--- config.mk ---
export PLATFORM = sky130hd
export DESIGN_NAME = addsub_serial
export DESIGN_NICKNAME = d
export VERILOG_FILES = /design/src/rtl/addsub_serial_pkg.sv /design/src/rtl/addsub_serial_digit.sv /design/src/rtl/fulladder.sv /design/src/rtl/addsub_serial.sv
export SDC_FILE = /design/constraint.sdc
export NUM_CORES = 1
export LEC_CHECK = 0
export BUFFER_PORTS_ARGS = -buffer_cell sky130_fd_sc_hd__buf_2
export CAP_MARGIN = 10
export CELL_PAD_IN_SITES_DETAIL_PLACEMENT = 1
export CELL_PAD_IN_SITES_GLOBAL_PLACEMENT = 2
export CORE_MARGIN = 5
export CORE_UTILIZATION = 32
export DETAILED_ROUTE_END_ITERATION = 6
export GPL_TIMING_DRIVEN = 1
export PLACE_DENSITY_LB_ADDON = 0.1
export SLEW_MARGIN = 0
export SYNTH_ARGS = -nofsm -noshare
export SYNTH_HDL_FRONTEND = slang
export SYNTH_HIERARCHICAL = 1
export SYNTH_SLANG_ARGS = --single-unit
--- constraint.sdc ---
create_clock -name clk -period 2 [get_ports clk]
set_clock_uncertainty 0.1 [all_clocks]
set_input_delay 0.3 -clock clk [delete_from_list [all_inputs] [get_ports clk]]
set_output_delay 0.3 -clock clk [all_outputs]
set_load 0.01 [all_outputs]
--- src/rtl/addsub_serial_pkg.sv ---
// Shared definitions for the digit-serial adder/subtractor: FSM state
// encoding and operation codes.
package addsub_serial_pkg;

  typedef logic [1:0] state_t;

  localparam logic [1:0] ST_IDLE = 2'd0;
  localparam logic [1:0] ST_BUSY = 2'd1;
  localparam logic [1:0] ST_DONE = 2'd2;

  localparam logic OP_ADD = 1'b0;
  localparam logic OP_SUB = 1'b1;

endpackage

--- src/rtl/addsub_serial_digit.sv ---
// DIGIT-bit ripple slice built from fulladder cells; also exposes the carry
// into its top bit so the caller can derive signed overflow.
module addsub_digit #(
  parameter int DIGIT = 2
) (
  input  logic [DIGIT-1:0] a,
  input  logic [DIGIT-1:0] b,
  input  logic             cin,
  output logic [DIGIT-1:0] s,
  output logic             cout,
  output logic             cmsb
);

  logic [DIGIT:0] c_s;

  assign c_s[0] = cin;

  for (genvar i = 0; i < DIGIT; i++) begin : g_fa
    fulladder u_fa (
      .a  (a[i]),
      .b  (b[i]),
      .ci (c_s[i]),
      .s  (s[i]),
      .co (c_s[i+1])
    );
  end

  assign cout = c_s[DIGIT];
  assign cmsb = c_s[DIGIT-1];

endmodule

--- src/rtl/fulladder.sv ---
// Single-bit full adder, the basic cell of the ripple slices.
module fulladder (
  input  logic a,
  input  logic b,
  input  logic ci,
  output logic s,
  output logic co
);

  assign s  = a ^ b ^ ci;
  assign co = (a & b) | (a & ci) | (b & ci);

endmodule

--- src/rtl/addsub_serial.sv ---
// Digit-serial adder/subtractor, DIGIT bits per cycle, LSB first, with a
// ready/valid handshake on both sides. Define ADDSUB_SERIAL_SAT_EN to make
// sum saturate on signed overflow.
module addsub_serial
  import addsub_serial_pkg::*;
#(
  parameter int WIDTH = 6,
  parameter int DIGIT = 2
) (
  input  logic             clk,
  input  logic             rst,
  input  logic             in_valid,
  output logic             in_ready,
  input  logic [WIDTH-1:0] a,
  input  logic [WIDTH-1:0] b,
  input  logic             sub,
  output logic             out_valid,
  input  logic             out_ready,
  output logic [WIDTH-1:0] sum,
  output logic             overflow,
  output logic             carry_out
);

  localparam int NDIG = WIDTH / DIGIT;
  localparam int CW   = (NDIG > 1) ? $clog2(NDIG) : 1;

  state_t           state_r;
  state_t           state_nxt_s;
  logic [WIDTH-1:0] a_sh_r;
  logic [WIDTH-1:0] b_sh_r;
  logic [WIDTH-1:0] acc_r;
  logic             carry_r;
  logic [CW-1:0]    cnt_r;
  logic [WIDTH-1:0] sum_r;
  logic             overflow_r;
  logic             carry_out_r;
  logic             in_ready_r;
  logic             out_valid_r;

  logic             accept_s;
  logic             last_s;
  logic [DIGIT-1:0] dig_s;
  logic             dig_cout_s;
  logic             dig_cmsb_s;
  logic [WIDTH-1:0] acc_nxt_s;
  logic             ovf_nxt_s;
  logic [WIDTH-1:0] result_s;

  assign accept_s = in_valid && in_ready_r;
  assign last_s   = (cnt_r == CW'(NDIG - 1));

  addsub_digit #(.DIGIT(DIGIT)) u_digit (
    .a    (a_sh_r[DIGIT-1:0]),
    .b    (b_sh_r[DIGIT-1:0]),
    .cin  (carry_r),
    .s    (dig_s),
    .cout (dig_cout_s),
    .cmsb (dig_cmsb_s)
  );

  // New digits enter at the top so the final shift leaves the result aligned.
  assign acc_nxt_s = (acc_r >> DIGIT) | (WIDTH'(dig_s) << (WIDTH - DIGIT));
  assign ovf_nxt_s = dig_cmsb_s ^ dig_cout_s;

`ifdef ADDSUB_SERIAL_SAT_EN
  logic             a_msb_r;
  logic [WIDTH-1:0] sat_val_s;

  assign sat_val_s = a_msb_r ? (WIDTH'(1) << (WIDTH - 1)) : ~(WIDTH'(1) << (WIDTH - 1));

  // Clamp toward the sign of A when the signed result wraps.
  always_comb begin
    if (ovf_nxt_s) begin
      result_s = sat_val_s;
    end else begin
      result_s = acc_nxt_s;
    end
  end

  // Capture A's sign at accept for the saturation direction.
  always_ff @(posedge clk) begin
    if (rst) begin
      a_msb_r <= 1'b0;
    end else if (accept_s) begin
      a_msb_r <= a[WIDTH-1];
    end else begin
      a_msb_r <= a_msb_r;
    end
  end
`else
  assign result_s = acc_nxt_s;
`endif

  // Next-state logic for the IDLE/BUSY/DONE handshake FSM.
  always_comb begin
    state_nxt_s = state_r;
    case (state_r)
      ST_IDLE: begin
        if (accept_s) begin
          state_nxt_s = ST_BUSY;
        end else begin
          state_nxt_s = ST_IDLE;
        end
      end
      ST_BUSY: begin
        if (last_s) begin
          state_nxt_s = ST_DONE;
        end else begin
          state_nxt_s = ST_BUSY;
        end
      end
      ST_DONE: begin
        if (out_ready) begin
          state_nxt_s = ST_IDLE;
        end else begin
          state_nxt_s = ST_DONE;
        end
      end
      default: state_nxt_s = ST_IDLE;
    endcase
  end

  // State, operand shifters, ripple carry and registered result outputs.
  always_ff @(posedge clk) begin
    if (rst) begin
      state_r     <= ST_IDLE;
      in_ready_r  <= 1'b1;
      out_valid_r <= 1'b0;
      a_sh_r      <= '0;
      b_sh_r      <= '0;
      acc_r       <= '0;
      carry_r     <= 1'b0;
      cnt_r       <= '0;
      sum_r       <= '0;
      overflow_r  <= 1'b0;
      carry_out_r <= 1'b0;
    end else begin
      state_r     <= state_nxt_s;
      in_ready_r  <= (state_nxt_s == ST_IDLE);
      out_valid_r <= (state_nxt_s == ST_DONE);
      case (state_r)
        ST_IDLE: begin
          if (accept_s) begin
            a_sh_r <= a;
            acc_r  <= '0;
            cnt_r  <= '0;
            case (sub)
              OP_ADD: begin
                b_sh_r  <= b;
                carry_r <= 1'b0;
              end
              OP_SUB: begin
                b_sh_r  <= ~b;
                carry_r <= 1'b1;
              end
              default: begin
                b_sh_r  <= b;
                carry_r <= 1'b0;
              end
            endcase
          end
        end
        ST_BUSY: begin
          a_sh_r  <= a_sh_r >> DIGIT;
          b_sh_r  <= b_sh_r >> DIGIT;
          acc_r   <= acc_nxt_s;
          carry_r <= dig_cout_s;
          cnt_r   <= cnt_r + CW'(1);
          if (last_s) begin
            sum_r       <= result_s;
            overflow_r  <= ovf_nxt_s;
            carry_out_r <= dig_cout_s;
          end
        end
        default: begin
          cnt_r <= cnt_r;
        end
      endcase
    end
  end

  assign in_ready  = in_ready_r;
  assign out_valid = out_valid_r;
  assign sum       = sum_r;
  assign overflow  = overflow_r;
  assign carry_out = carry_out_r;

endmodule

======== Word level (Yosys, flattened, before mapping) ========
Cells that the tools add are included.
word-level totals
  register bits ........................... 33
  input bits .............................. 17
  output and inout port bits .............. 10
  word-level logic and storage cells ...... 57
cells by class
  bitwise gates (word level) .............. 18
  $add $sub $neg .......................... 1
  reductions and logical operators ........ 6
  muxes and demuxes ....................... 16
  equal/unequal tests ..................... 5
operators with widths
  kind                                           number
  one-hot mux 6 bit (2 select lines)             4
  two-way mux 6 bit                              3
  AND 1 bit                                      6
  == test 2 bit, second input constant           3
  two-way mux 2 bit                              3
  inverter 6 bit                                 1
  OR 4 x 6 -> 6 bit                              1
  one-hot mux 2 bit (3 select lines)             1
  XOR 1 bit                                      5
  logical NOT 2 bit                              2
  OR 1 bit                                       4
  one-hot mux 1 bit (2 select lines)             2
  one-hot mux 2 bit (2 select lines)             1
  AND reduction 2 bit                            2
  adder 2 x 1 -> 2 bit, second input constant    1
  == test 2 x 1 -> 1 bit, second input constant  1
  two-way mux 1 bit                              2
  inequality test 2 bit, second input constant   1
  nonzero test 2 bit                             1
  logical AND 1 bit                              1
  inverter 1 bit                                 1

======== Depth between registers and ports, before layout ========
Gate-level depths: netlist (run 1).
  word-level depth ........................ 7
  depth in mapped cells ................... 6
  gate-level depth less buffers ........... 5

======== Modules after synthesis ========
Netlist (run 1), hierarchy kept.
by module, submodules not included
  module         cells each  sequential area each (um2)  times used  area an instance (um2)
  addsub_serial  145         620.6                       1           1,283.7
  fulladder      1           0.0                         2           20.0

======== Least setup slack after synthesis (run 1) ========
OpenSTA, ideal clock, no wires.
  kind .................................... register to register
  from .................................... register a_sh_r[0]
  to ...................................... register overflow_r, in the netlist overflow
  buffers on the path ..................... 0
  period minus slack after synthesis ...... 1.716 ns
  arrival ................................. 1.484 ns
  library setup time ...................... 0.132 ns
  stages on the path, launching flop included .. 6
  required time ........................... 1.768 ns
  path slack .............................. 0.284 ns
  cells stage by stage .................... dfxtp_1 -> fa_1 -> fa_1 -> xor2_1 -> nand3_1 -> a21oi_1
between the ends
  longest elaborated chain between the ends .. 7
  elaborated cells between the ends (all ways) .. 9
  classes of those cells .................. bitwise (9)
ends and longest elaborated chain
  what                      RTL line              source
  from (decl)               addsub_serial.sv:29   logic [WIDTH-1:0] a_sh_r;
  from (signal assigned)    addsub_serial.sv:164  a_sh_r <= a_sh_r >> DIGIT;
  AND 1 bit                 fulladder.sv:11       assign co = (a & b) | (a & ci) | (b & ci);
  OR 1 bit * (2 in series)  fulladder.sv:11
  named net dig_cmsb_s      addsub_serial.sv:44   logic dig_cmsb_s;
  AND 1 bit                 fulladder.sv:11
  OR 1 bit                  fulladder.sv:11
  OR 1 bit *                fulladder.sv:11
  named net dig_cout_s      addsub_serial.sv:43   logic dig_cout_s;
  XOR 1 bit *               addsub_serial.sv:63   assign ovf_nxt_s = dig_cmsb_s ^ dig_cout_s;
  to (signal assigned)      addsub_serial.sv:171  overflow_r <= ovf_nxt_s;
  to (decl)                 addsub_serial.sv:35   logic overflow_r;
Mark *: on every way through the listed nets, which the timed path passes. The rest lies on a longest branch.
A chain may end at the register's enable or synchronous reset.

======== Final worst setup path (run 1) ========
Same ends and word-level chain as after synthesis.

==> results of run 1 <==
## where the power goes
group / switching (mW) / internal, mW / total, mW
logic: 0.118 / 0.0770 / 0.195
registers: 0.0232 / 0.653 / 0.676
clock network: 0.219 / 0.269 / 0.488
## stage by stage
stage	std cells	area, µm²	power, mW	setup WS, ns
floorplan	147	1320	0.836	0.284
global placement	216	1470	0.883	0.227
detailed placement	216	1470	0.888	0.199
CTS	223	1560	1.38	0.156
global route	223	1560	1.43	0.103
finish	223	1560	1.36	0.161
## worst max-delay path by stage
| stage | start | to | slack [ns] |
|---|---|---|---|
| floorplan | a_sh_r[0] | overflow | 0.28 |
| finish | a_sh_r[0] | overflow | 0.16 |
| global route | a_sh_r[0] | overflow | 0.10 |
| global placement | a_sh_r[0] | overflow | 0.23 |
| detailed placement | a_sh_r[0] | overflow | 0.20 |
| CTS | a_sh_r[0] | overflow | 0.16 |
## layer usage
layer	share of wire [%]	vias up	track usage, %
met4	0.85	0	4.74
li1	-	565	-
met5	0	-	0
met3	5.5	4	4.46
met2	49	23	22.6
met1	45	532	14.7
## cells by family (layout without fill, tap and decap cells)
kind of cell / after synthesis / count (layout)
xor gates and xnor gates: 7 / 7
AOI/OAI and AO/OA: 37 / 37
DFF: 31 / 31
and+or+nand+nor: 56 / 56
adders and majority gates: 3 / 3
buffers and inverters: 13 / 39
## cell type report
class,count,area [µm²]
clock buffer,6,82.6
fill,492,2440
timing repair buffer,31,168
sequential,31,621
tap,50,62.6
multi-input combinational,103,614
inverter,1,3.75
clock inverter,1,5.00
## layout by cell type (no fill, tap or decap)
master,instances
or3b_1,2
buf_2,26
dfxtp_1,31
nor3_1,1
nand2b_1,2
nand3b_1,1
a21oi_2,1
a22oi_1,8
nand3_1,26
xor2_1,7
clkinv_2,1
a21oi_1,28
and2b_1,1
fa_1,2
nand4bb_1,1
ha_1,1
nor2_1,3
inv_1,1
buf_4,5
clkbuf_8,6
nand2_1,17
and4bb_2,1
nor4_2,1
## sequential cells by signal (all words and copies together) (netlist names)
name / flops
a_sh_r: 6
b_sh_r: 6
sum: 6
acc_r: 4
cnt_r: 2
state_r: 2
carry_out: 1
carry_r: 1
in_ready: 1
out_valid: 1
overflow: 1
## worst reg2reg max path, delay by kind of cell (launching register included)
family | cells | cell delay [ns]
AND/OR/NAND/NOR | 1 | 0.09
AO/OA/AOI/OAI | 1 | 0.15
flip-flops | 1 | 0.33
adder cells (fa/ha/maj) | 2 | 0.92
XOR/XNOR | 1 | 0.18
## synth_stat cells (all sizes together)
library cell,count,area [µm²]
inv,1,3.75
nor4,1,12.5
a21oi,29,149
fa,2,40.0
and2b,1,7.51
clkbuf,3,11.3
a22oi,8,60.1
nand3b,1,7.51
nor2,3,11.3
nor3,1,5.00
or3b,2,17.5
nand3,26,130
nand4bb,1,11.3
dfxtp,31,621
nand2b,2,12.5
buf,9,73.8
and4bb,1,12.5
xor2,7,61.3
ha,1,12.5
nand2,17,63.8
==> flow_summary_export.csv, run 1 <==
group,metric,value,unit
worst_setup_path,cp.depth,5,
die,initial_core_util,33.1,%
power_and_ir_drop,pwr_density_cell,873,nW/µm²
power_and_ir_drop,p_leak,0.609,nW
logic_synthesis,synth_top_family_by_area,"simple AND/OR/NAND/NOR gates",
worst_setup_path,critPathArrivalTime,1.95,ns
worst_setup_path,critPathSlowestCell,"fa_1",
die,pin_count,27,
logic_synthesis,synth_area,1320,µm²
cells_and_area,area_growth,17.6,%
sta,finalCritPeriodShare,91.9,%
worst_setup_path,r2r_end,"overflow",
die,num_rows,23,
power_and_ir_drop,peakVddDrop,322,µV
sta,drv_slew,0,
cells_and_area,fin_nets,193,
logic_synthesis,synth_xor_area_share,4.63,%
worst_setup_path,cpMostUsedCell,"fa_1",
clock_tree,clk_pin_slew,0.06,ns
die,fp.dieArea,5520,µm²
worst_setup_path,cp.required,2.11,ns
status,outcome,"finished, final reports clean",
grt,grt.total_usage,13.0,%
flow_run,drv_cap,0,
hold_path,hold_path_depth,3,
sta,tightestPinTransition,0.577,ns
grt,grt_max_degree,31,
logic_synthesis,synth_adder_area_share,3.97,%
grt,grt_pass1_vias,1222,
clock_tree,hold_buffers,0,
worst_setup_path,r2r_cells,5,
logic_synthesis,ys_types,23,
sta,max-slew-margin-rel,61.5,%
hold_path,hold_end,"a_sh_r[5]",
cells_and_area,finalCoreUtilization,38.9,%
worst_setup_path,cp-end-kind,"flip-flop",
clock_tree,cts.htree.levels,2,
worst_setup_path,cp-start-kind,"flip-flop",
worst_setup_path,crit_chain,"fa_1, fa_1, xor2_1, nand3_1, a21oi_1",
drt,dr_total_vias,1124,
die,dieHeight,74.3,µm
logic_synthesis,syn_area_per_cell,9.01,µm²
placed_design,dp_hpwl,2220,µm
die,coreArea,4000,µm²
hold_path,hp-start,"a[5]",
sta,setup_viol,0,
worst_setup_path,cpPeakStageDelay,0.47,ns
grt,grt_antenna_before_repair,0,
sta,whs,0.165,ns
cells_and_area,drive_gt1_share,23.7,%
worst_setup_path,rr_startpoint,"a_sh_r[0]",
drt,vias_per_cell,5.04,
clock_tree,cts-root-buf,"clkbuf_8",
drt,dr.first_iter.drc_count,66,
drt,routed_wirelength,3190,µm
grt,grt_pass1_wl,5530,µm
cells_and_area,diodes,0,
sta,fmax,544,MHz
logic_synthesis,synth_mux_area_share,0,%
clock_tree,clock-sinks,31,
clock_tree,worstSkewPairLatency,0.28,ns
logic_synthesis,synth_compound_area_share,15.8,%
die,fp.dieW,74.3,µm
logic_synthesis,ys_ff_latch,31,
sta,min_period,1.84,ns
worst_setup_path,critPathMaxFanout,3,
worst_setup_path,critPathKind,"reg2reg",
placed_design,place_congestion,0.702,
worst_setup_path,critPathTopFamily,"adder cells",
sta,grt_setup_unrepaired,"no",
grt,grt-ovfl-total,0,
clock_tree,cts_inserted_buffers,5,
clock_tree,post_cts_buffers,0,
sta,hold_viol_final,0,
clock_tree,cts_resized,0,
drt,antenna_left,0,
logic_synthesis,synth_fp_nets,167,
clock_tree,cts_buffer_depth,2,
logic_synthesis,synthSimpleGateAreaFrac,22.0,%
logic_synthesis,yosysSeqAreaShare,46.9,%
logic_synthesis,syn_inst,147,
drt,drc,0,
clock_tree,tritoncts,"built",
worst_setup_path,critPathBufInv,0,
hold_path,hold_path_class,"in2reg",
sta,setup_tns,0,ns
drt,drtPass1Iterations,4,
worst_setup_path,r2r_slack,0.16,ns
placed_design,port-buffer-count,26,
logic_synthesis,ys.warnings.count,6,
drt,wl_per_cell,14.3,µm
No activity file was read; power rests on OpenSTA's default activity.
==> inputs of run 2 (changes only) <==
Settings changed: CORE_ASPECT_RATIO set to 1.2.
==> run 2 against run 1 <==
- setup slack improved by 0.029 ns
- final cell count rose by 0.90%
- via count fell by 1.5%
- critical path depth did not move
- clock-buffer cell count did not move
- core utilization fell by 0.17 points
- maximum frequency rose by 1.6%
- non-clock buffer count fell by 1
- wire length fell by 3.2%
- sequential power barely moved
- power fell by 4.0%
- critical path type unchanged
- largest cell class unchanged
==> flow_summary_export.csv, run 2 (synthesized netlist as in run 1, its figures left out) <==
group,metric,value,unit
status,outcome,"finished, final reports clean",
drt,antenna_left,0,
worst_setup_path,rr_startpoint,"a_sh_r[0]",
clock_tree,worstSkewPairLatency,0.27,ns
cells_and_area,fin_area,1540,µm²
drt,dr_total_vias,1107,
grt,grt_pass1_wl,5310,µm
sta,whs,0.161,ns
worst_setup_path,r2r_end,"overflow",
power_and_ir_drop,p_leak,0.595,nW
clock_tree,clock-sinks,31,
cells_and_area,layout_common_cells,"dfxtp_1 (31), a21oi_1 (28), nand3_1 (26), buf_2 (26), nand2_1 (17)",
hold_path,hold_path_depth,3,
drt,drtPass1Iterations,3,
cells_and_area,final_common_cell,"dfxtp_1",
sta,setup_tns,0,ns
sta,timing.final.ws_setup,0.190,ns
sta,min_period,1.81,ns
worst_setup_path,cp-start-kind,"flip-flop",
worst_setup_path,r2r_cells,5,
hold_path,hold_path_class,"in2reg",
drt,vias_per_cell,4.92,
cells_and_area,diodes,0,
sta,finalCritPeriodShare,90.5,%
sta,fmax,553,MHz
placed_design,dp_slack,0.184,ns
worst_setup_path,cp.required,2.10,ns
worst_setup_path,critPathArrivalTime,1.91,ns
power_and_ir_drop,peakVddDrop,417,µV
clock_tree,cts_inserted_buffers,5,
clock_tree,cts_resized,0,
cells_and_area,area_growth,16.3,%
sta,hold_viol_final,0,
hold_path,hp-start,"a[5]",
die,fp.dieArea,5530,µm²
clock_tree,tritoncts,"built",
clock_tree,post_cts_buffers,0,
hold_path,hold_end,"a_sh_r[5]",
placed_design,dp_hpwl,2060,µm
flow_run,drv_cap,0,
clock_tree,hold_buffers,0,
drt,wl_per_cell,13.7,µm
drt,drc,0,
placed_design,port-buffer-count,26,
die,initial_core_util,33.3,%
die,pin_count,27,
clock_tree,cts-root-buf,"clkbuf_8",
worst_setup_path,critPathMaxFanout,3,
clock_tree,clk_pin_slew,0.06,ns
drt,routed_wirelength,3090,µm
drt,dr.first_iter.drc_count,51,
grt,grt.total_usage,12.9,%
grt,grt_antenna_before_repair,0,
placed_design,placed_cell_area,1470,µm²
cells_and_area,fin_nets,192,
grt,grt_pass1_vias,1134,
worst_setup_path,critPathKind,"reg2reg",
die,dieHeight,80.5,µm
sta,tightestPinTransition,0.577,ns
worst_setup_path,cp-end-kind,"flip-flop",
worst_setup_path,r2r_slack,0.19,ns
clock_tree,cts.htree.levels,2,
grt,grt_max_degree,31,
clock_tree,cts_buffer_depth,2,
sta,max-slew-margin-rel,61.5,%
sta,drv_slew,0,
cells_and_area,n_fill_cell,490,
die,num_rows,25,
cells_and_area,drive_gt1_share,22.2,%
placed_design,place_congestion,0.684,
die,coreArea,3970,µm²
sta,setup_viol,0,
die,fp.dieW,68.7,µm
power_and_ir_drop,pwr_density_cell,848,nW/µm²
sta,grt_setup_unrepaired,"no",
grt,grt-ovfl-total,0,
==> run 2: stage by stage <==
step / cells / power, mW / utilization [%]
after floorplan: 147 / 0.836 / -
after global placement: 219 / 0.879 / 36.9
after detailed placement: 219 / 0.884 / 36.9
after CTS: 225 / 1.34 / 38.7
after global routing: 225 / 1.40 / 38.7
final: 225 / 1.30 / 38.7
==> run 2: how the worst max path moves through the flow <==
stage,slack (ns),endpoint,cells after the start,startpoint
floorplan,0.28,overflow,5,a_sh_r[0]
global placement,0.23,overflow,5,a_sh_r[0]
detailed placement,0.18,overflow,5,a_sh_r[0]
CTS,0.17,overflow,5,a_sh_r[0]
global route,0.10,overflow,5,a_sh_r[0]
finish,0.19,overflow,5,a_sh_r[0]
==> run 2: power breakdown <==
group	internal (mW)	leakage [nW]	switching, mW
clock network	0.231	0.0371	0.208
registers	0.653	0.252	0.0229
logic	0.0740	0.305	0.116
==> run 2: area by class of cell <==
class	instances	area (µm²)	area share [%]
repair buffers	30	160	10.4
inverters	1	3.75	0.244
clock buffers	6	72.6	4.72
well taps	54	67.6	4.39
flip-flops and latches	31	621	40.3
multi-input cells	103	614	39.9
==> run 2: routing by layer <==
layer	vias to the layer above	part of all wire, %	track usage [%]
met5	-	0	0
li1	559	-	-
met4	0	1.8	5.85
met1	517	45	15.2
met3	5	6.5	4.62
met2	26	46	20.4
==> run 2: critical path, cell delays in order (launching register included) <==
cell	delay, ns
dfxtp_1	0.33
fa_1	0.47
fa_1	0.44
xor2_1	0.17
nand3_1	0.09
a21oi_1	0.14
